[src/rtl/arm_pipeline_pkg.sv]
// Shared definitions for the ARM-style pipeline memory stage.
// Data-memory base address, default depth and wait-state FSM encoding.
package arm_pipeline_pkg;

  localparam logic [31:0] MEM_BASE_ADDR     = 32'd1024;
  localparam int          MEM_DEPTH_DEFAULT = 64;

  typedef logic [1:0] state_t;

  localparam state_t ST_IDLE = 2'd0;
  localparam state_t ST_WAIT = 2'd1;
  localparam state_t ST_DONE = 2'd2;

  // Word offset from the memory base; caller truncates to the array size.
  function automatic logic [31:0] word_index(input logic [31:0] addr);
    return (addr - MEM_BASE_ADDR) >> 2;
  endfunction

endpackage

[src/rtl/mem_stage_unit_data_memory.sv]
// Word-addressed data memory: synchronous write, combinational read.
// Contents are deliberately not reset.
module data_memory #(
  parameter int DEPTH = 64,
  parameter int AW    = $clog2(DEPTH)
) (
  input  logic          clk,
  input  logic          we,
  input  logic [AW-1:0] addr,
  input  logic [31:0]   wdata,
  output logic [31:0]   rdata
);

  logic [31:0] mem_q [DEPTH];

  always_ff @(posedge clk) begin
    if (we) mem_q[addr] <= wdata;
  end

  assign rdata = mem_q[addr];

endmodule

[src/rtl/mem_stage_unit.sv]
// Pipeline MEM stage with MEM/WB register and data memory.
// MEM_STAGE_WAIT_STATES_EN enables the wait-state stall FSM.
import arm_pipeline_pkg::*;

module mem_stage_unit #(
  parameter int WAIT_CYCLES = 1,
  parameter int MEM_DEPTH   = MEM_DEPTH_DEFAULT
) (
  input  logic        clk,
  input  logic        reset,
  input  logic [31:0] i_Pc,
  input  logic        i_Sig_Write_Back_Enable,
  input  logic        i_Sig_Memory_Read_Enable,
  input  logic        i_Sig_Memory_Write_Enable,
  input  logic [31:0] i_ALU_Result,
  input  logic [31:0] i_Value_Rm,
  input  logic [3:0]  i_Destination,
  output logic [31:0] o_Pc,
  output logic [31:0] o_ALU_Result,
  output logic        o_Sig_Write_Back_Enable,
  output logic        o_Sig_Memory_Read_Enable,
  output logic [31:0] o_Memory_Data,
  output logic [3:0]  o_Destination,
  output logic        o_Freeze
);

  localparam int AW = $clog2(MEM_DEPTH);

  logic [AW-1:0] idx;
  logic [31:0]   rdata;
  logic          mem_op;
  logic          stall;
  logic          commit;
  logic          we;

  assign idx    = AW'(word_index(i_ALU_Result));
  assign mem_op = i_Sig_Memory_Read_Enable | i_Sig_Memory_Write_Enable;

`ifdef MEM_STAGE_WAIT_STATES_EN
  state_t     state_q, state_d;
  logic [3:0] cnt_q, cnt_d;

  always_comb begin
    state_d = state_q;
    cnt_d   = cnt_q;
    stall   = 1'b0;
    commit  = 1'b0;
    case (state_q)
      ST_IDLE: begin
        if (mem_op) begin
          stall   = 1'b1;
          cnt_d   = 4'(WAIT_CYCLES - 1);
          state_d = (WAIT_CYCLES == 1) ? ST_DONE : ST_WAIT;
        end
      end
      ST_WAIT: begin
        stall = 1'b1;
        cnt_d = cnt_q - 4'd1;
        if (cnt_q <= 4'd1) state_d = ST_DONE;
      end
      ST_DONE: begin
        commit  = 1'b1;
        state_d = ST_IDLE;
      end
      default: state_d = ST_IDLE;
    endcase
  end

  always_ff @(posedge clk) begin
    if (reset) begin
      state_q <= ST_IDLE;
      cnt_q   <= 4'd0;
    end else begin
      state_q <= state_d;
      cnt_q   <= cnt_d;
    end
  end
`else
  assign stall  = 1'b0;
  assign commit = 1'b1;
`endif

  assign o_Freeze = stall;
  assign we = commit & ~stall & ~reset & i_Sig_Memory_Write_Enable;

  data_memory #(
    .DEPTH (MEM_DEPTH)
  ) u_dmem (
    .clk   (clk),
    .we    (we),
    .addr  (idx),
    .wdata (i_Value_Rm),
    .rdata (rdata)
  );

  logic [31:0] pc_q, pc_d;
  logic [31:0] alu_q, alu_d;
  logic [31:0] mdata_q, mdata_d;
  logic [3:0]  dst_q, dst_d;
  logic        wb_q, wb_d;
  logic        rd_q, rd_d;

  // A stalled cycle loads a bubble; everything else holds.
  always_comb begin
    pc_d    = pc_q;
    alu_d   = alu_q;
    mdata_d = mdata_q;
    dst_d   = dst_q;
    wb_d    = 1'b0;
    rd_d    = 1'b0;
    if (!stall) begin
      pc_d  = i_Pc;
      alu_d = i_ALU_Result;
      dst_d = i_Destination;
      wb_d  = i_Sig_Write_Back_Enable;
      rd_d  = i_Sig_Memory_Read_Enable;
      if (commit && i_Sig_Memory_Read_Enable) mdata_d = rdata;
    end
  end

  always_ff @(posedge clk) begin
    if (reset) begin
      pc_q    <= 32'd0;
      alu_q   <= 32'd0;
      mdata_q <= 32'd0;
      dst_q   <= 4'd0;
      wb_q    <= 1'b0;
      rd_q    <= 1'b0;
    end else begin
      pc_q    <= pc_d;
      alu_q   <= alu_d;
      mdata_q <= mdata_d;
      dst_q   <= dst_d;
      wb_q    <= wb_d;
      rd_q    <= rd_d;
    end
  end

  assign o_Pc                     = pc_q;
  assign o_ALU_Result             = alu_q;
  assign o_Memory_Data            = mdata_q;
  assign o_Destination            = dst_q;
  assign o_Sig_Write_Back_Enable  = wb_q;
  assign o_Sig_Memory_Read_Enable = rd_q;

endmodule
[config.mk]
export PLATFORM = sky130hd
export DESIGN_NAME = mem_stage_unit
export DESIGN_NICKNAME = d
export VERILOG_FILES = /design/src/rtl/arm_pipeline_pkg.sv /design/src/rtl/mem_stage_unit_data_memory.sv /design/src/rtl/mem_stage_unit.sv
export SDC_FILE = /design/constraint.sdc
export NUM_CORES = 2
export LEC_CHECK = 0
export ABC_AREA = 1
export CAP_MARGIN = 5
export CORE_ASPECT_RATIO = 1.75
export CORE_MARGIN = 3
export CORE_UTILIZATION = 50
export DETAILED_ROUTE_END_ITERATION = 6
export GPL_TIMING_DRIVEN = 0
export PLACE_DENSITY_LB_ADDON = 0.2
export SYNTH_ARGS = -nofsm -noshare
export SYNTH_HDL_FRONTEND = slang
export SYNTH_SLANG_ARGS = --single-unit
[constraint.sdc]
create_clock -name clk -period 9.08 [get_ports clk]
set_clock_uncertainty 0.15 [all_clocks]
set_input_delay 2.27 -clock clk [delete_from_list [all_inputs] [get_ports clk]]
set_output_delay 2.27 -clock clk [all_outputs]
set_load 0.02 [all_outputs]
==> metrics <==
fin area=between 100,000 and 150,000 um^2; final worst slack=2.67 ns; Synth Cell Area=89,100 um^2; Worst EP arrival=6.81 ns; combinational share of power=7.8%; initial core utilization=between 50% and 60%; number of global-route vias before repair=61,400; Endpoint, Worst Hold=o_Memory_Data[16]$_SDFFE_PP0P_; Post-Syn Nets=8,903; DPL Wire Length=226,000 um; Core ar.=177,000 um^2; Mean Syn Cell Area=10.1 um^2; Num CTS Buffers=201; hold path start=o_Memory_Data[16]$_SDFFE_PP0P_; GRT Total Usage=34.2%; Placed Area=96,600 um^2; Die Y=564 um; min-delay worst type=flip-flop to flip-flop; Setup TNS Final=0 ns; Post-layout nets=9,405; Worst-Skew Late Latency=0.88 ns; Setup violations, final=0; Finished Core Util=58.3%; M1 wire length=105,000 um; max_cap viols=1; Synth-to-Final Area Change=15.8%; Worst Reg-to-Reg Cells=12; Reg power frac=52.0%; violated checks=capacitance limit; Placed Cells=11,500; Seq cells post-synth=2,150; Remaining DRCs=0; clk buf depth=4; Routed Antenna Nets=0; static leakage=43.2 nW; final WL=approximately 320,000 um; Tmin final=6.41 ns; reg2reg start=u_dmem.mem_q[5][8]$_DFFE_PP_; Syn Inst Count=8,798; clk slew on worst S/H paths=0.06 ns; pin count of the biggest net entering global routing=65; r2r endpoint=o_Memory_Data[8]$_SDFFE_PP0P_; post-CTS setup buffers=0; row count=204; RSZ-0062 raised after global routing=no; metal3 WL=24,300 um; critical path required time=9.47 ns; worst slew pin tran=1.48 ns; initial antenna violation count=13; First-pass DRT Iterations=6; I/O pins=208; non-filler cells, final=11,800; Sw Share=23.8%; Clk pwr share=40.2%; Rel. slew slack=0.374%; wire per inst=26.8 um; Root Driver=clkbuf_16; TritonCTS clock tree=done; top layer in use=met5; Iteration-0 DRC Markers=approximately 6,600; PortBufs=203; Switch Pwr=0.00501 W; H-tree levels=4; worst-path fanout max=18; layout cells sized above 1=7.85%; clk sinks=2,150; setup slack, reg-to-reg=about 6.6 ns; die area=~180,000 um^2; cell internal pwr=around 0.016 W; pwr dens=between 200 and 250 nW/um^2; Final period util=70.6%; hold path cells=4; pre-CTS setup slack=2.05 ns; first-pass GRT wire length=around 440,000 um; Post-CTS Resized=0; via count=around 64,000; sequential share of the synthesized area=71.3%; Max Freq=156 MHz; YS warnings=0; Final Hold Fails=0; CP Capture Type=flip-flop; chip width=around 330 um; CP Class=primary input to flip-flop; RePlAce Congestion=roughly 1.1; Yosys cell types=23; final-report max-slew violation count=0; CTS Hold Bufs=0; Via density=5.39; WL met2=157,000 um; peak supply drop=approximately 0.17 mV; status=finished, violations left; Startpoint Class=primary input; GR Overflow Total=0
## critical path, cell delays in order
cell	delay [ns]
clkdlybuf4s50_1	0.61
inv_1	0.32
nand2_1	0.14
nor2_2	0.81
clkbuf_1	0.88
inv_1	0.63
nor2_4	0.81
buf_12	0.27
## how the worst max path moves through the flow
stage	end	start	slack, ns
3_5_place_dp	u_dmem.mem_q[34][18]$_DFFE_PP_	i_ALU_Result[6]	2.05
6_report	u_dmem.mem_q[34][13]$_DFFE_PP_	i_ALU_Result[6]	2.67
5_1_grt	u_dmem.mem_q[34][13]$_DFFE_PP_	i_ALU_Result[6]	2.80
3_3_place_gp	u_dmem.mem_q[34][18]$_DFFE_PP_	i_ALU_Result[6]	-0.47
2_1_floorplan	u_dmem.mem_q[14][0]$_DFFE_PP_	i_ALU_Result[2]	3.94
4_1_cts	u_dmem.mem_q[34][13]$_DFFE_PP_	i_ALU_Result[6]	2.95
## cell type report
type	instances	area, um^2
clock buffer	249	5360
antenna	14	35.0
sequential	2150	63500
fill	14900	73700
multi-input combinational	6057	23400
buffer	439	2120
timing repair buffer	299	4090
clock inverter	112	1100
tap	2369	2960
inverter	152	571
## cells by family (layout without fill, tap and decap cells)
group,count (synthesis),count (layout),share of synthesized area [%]
compound gates,21,21,0.135
buf+inv,591,1251,3.01
flops,2150,2150,71.3
other cells,1,15,0.00421
simple gates,6035,6035,25.5
## routing by layer
| metal | track usage, % | vias up |
|---|---|---|
| met3 | 6.19 | 1013 |
| met5 | 0 | - |
| li1 | - | 29300 |
| met1 | 36.8 | 30400 |
| met4 | 27.4 | 8 |
| met2 | 59.1 | 3083 |
## cells in the mapped netlist
library cell  count  area share [%]
nand2_1        5678              24
edfxtp_1       2048              69
nor2_1          284             1.2
buf_2           189             1.1
clkbuf_1        156            0.66
inv_1           146            0.62
dfxtp_1         102             2.3
nand3_1          63            0.35
buf_4            54            0.45
buf_1            37            0.16
a21oi_1           6           0.034
o211ai_1          5           0.042
o21ai_1           5           0.028
inv_2             4           0.017
o21ai_0           4           0.022
buf_6             3           0.038
nor3_1            3           0.017
or2_1             3           0.021
or2_2             3           0.021
clkinv_1          2          0.0084
conb_1            1          0.0042
nor3_2            1           0.011
o21bai_1          1          0.0084
## cell usage in the layout, fill, tap and decap left out, types with 4 or more instances in the layout
master / count
clkinvlp_4: 10
clkbuf_8: 4
clkbuf_16: 206
bufinv_16: 18
clkdlybuf4s50_1: 171
edfxtp_1: 2048
o211ai_1: 5
o21ai_0: 4
nand2_1: 5678
o21ai_1: 5
inv_1: 149
clkinv_4: 6
clkinv_2: 35
nor2_1: 219
a21oi_1: 6
buf_12: 64
clkbuf_1: 188
dfxtp_1: 102
diode_2: 14
clkinv_1: 33
buf_2: 193
buf_4: 82
nor2_4: 64
nand3_1: 63
buf_1: 37
clkbuf_2: 7
buf_16: 31
inv_2: 4
## power by group through the flow
stage	combinational (W)	sequential, W	clock, W
floorplan	0.000700	0.0112	0
global placement	0.00155	0.0112	0
detailed placement	0.00161	0.0111	0
CTS	0.00162	0.0109	0.00850
global route	0.00174	0.0109	0.00885
finish	0.00164	0.0109	0.00846
## flip-flops by register name, summed over array words and instances (netlist names)
| name | flops |
|---|---|
| o_Destination | 4 |
| u_dmem.mem_q | 2048 |
| o_Memory_Data | 32 |
| o_Sig_Write_Back_Enable | 1 |
| o_ALU_Result | 32 |
| o_Pc | 32 |
| o_Sig_Memory_Read_Enable | 1 |
## stage by stage
step / hold slack (ns) / power [W]
after floorplan: 0.437 / 0.0119
after global placement: 0.393 / 0.0127
after detailed placement: 0.395 / 0.0127
after CTS: 0.409 / 0.0210
after global routing: 0.434 / 0.0215
final: 0.409 / 0.0210
(Power assumes the default switching activity.)
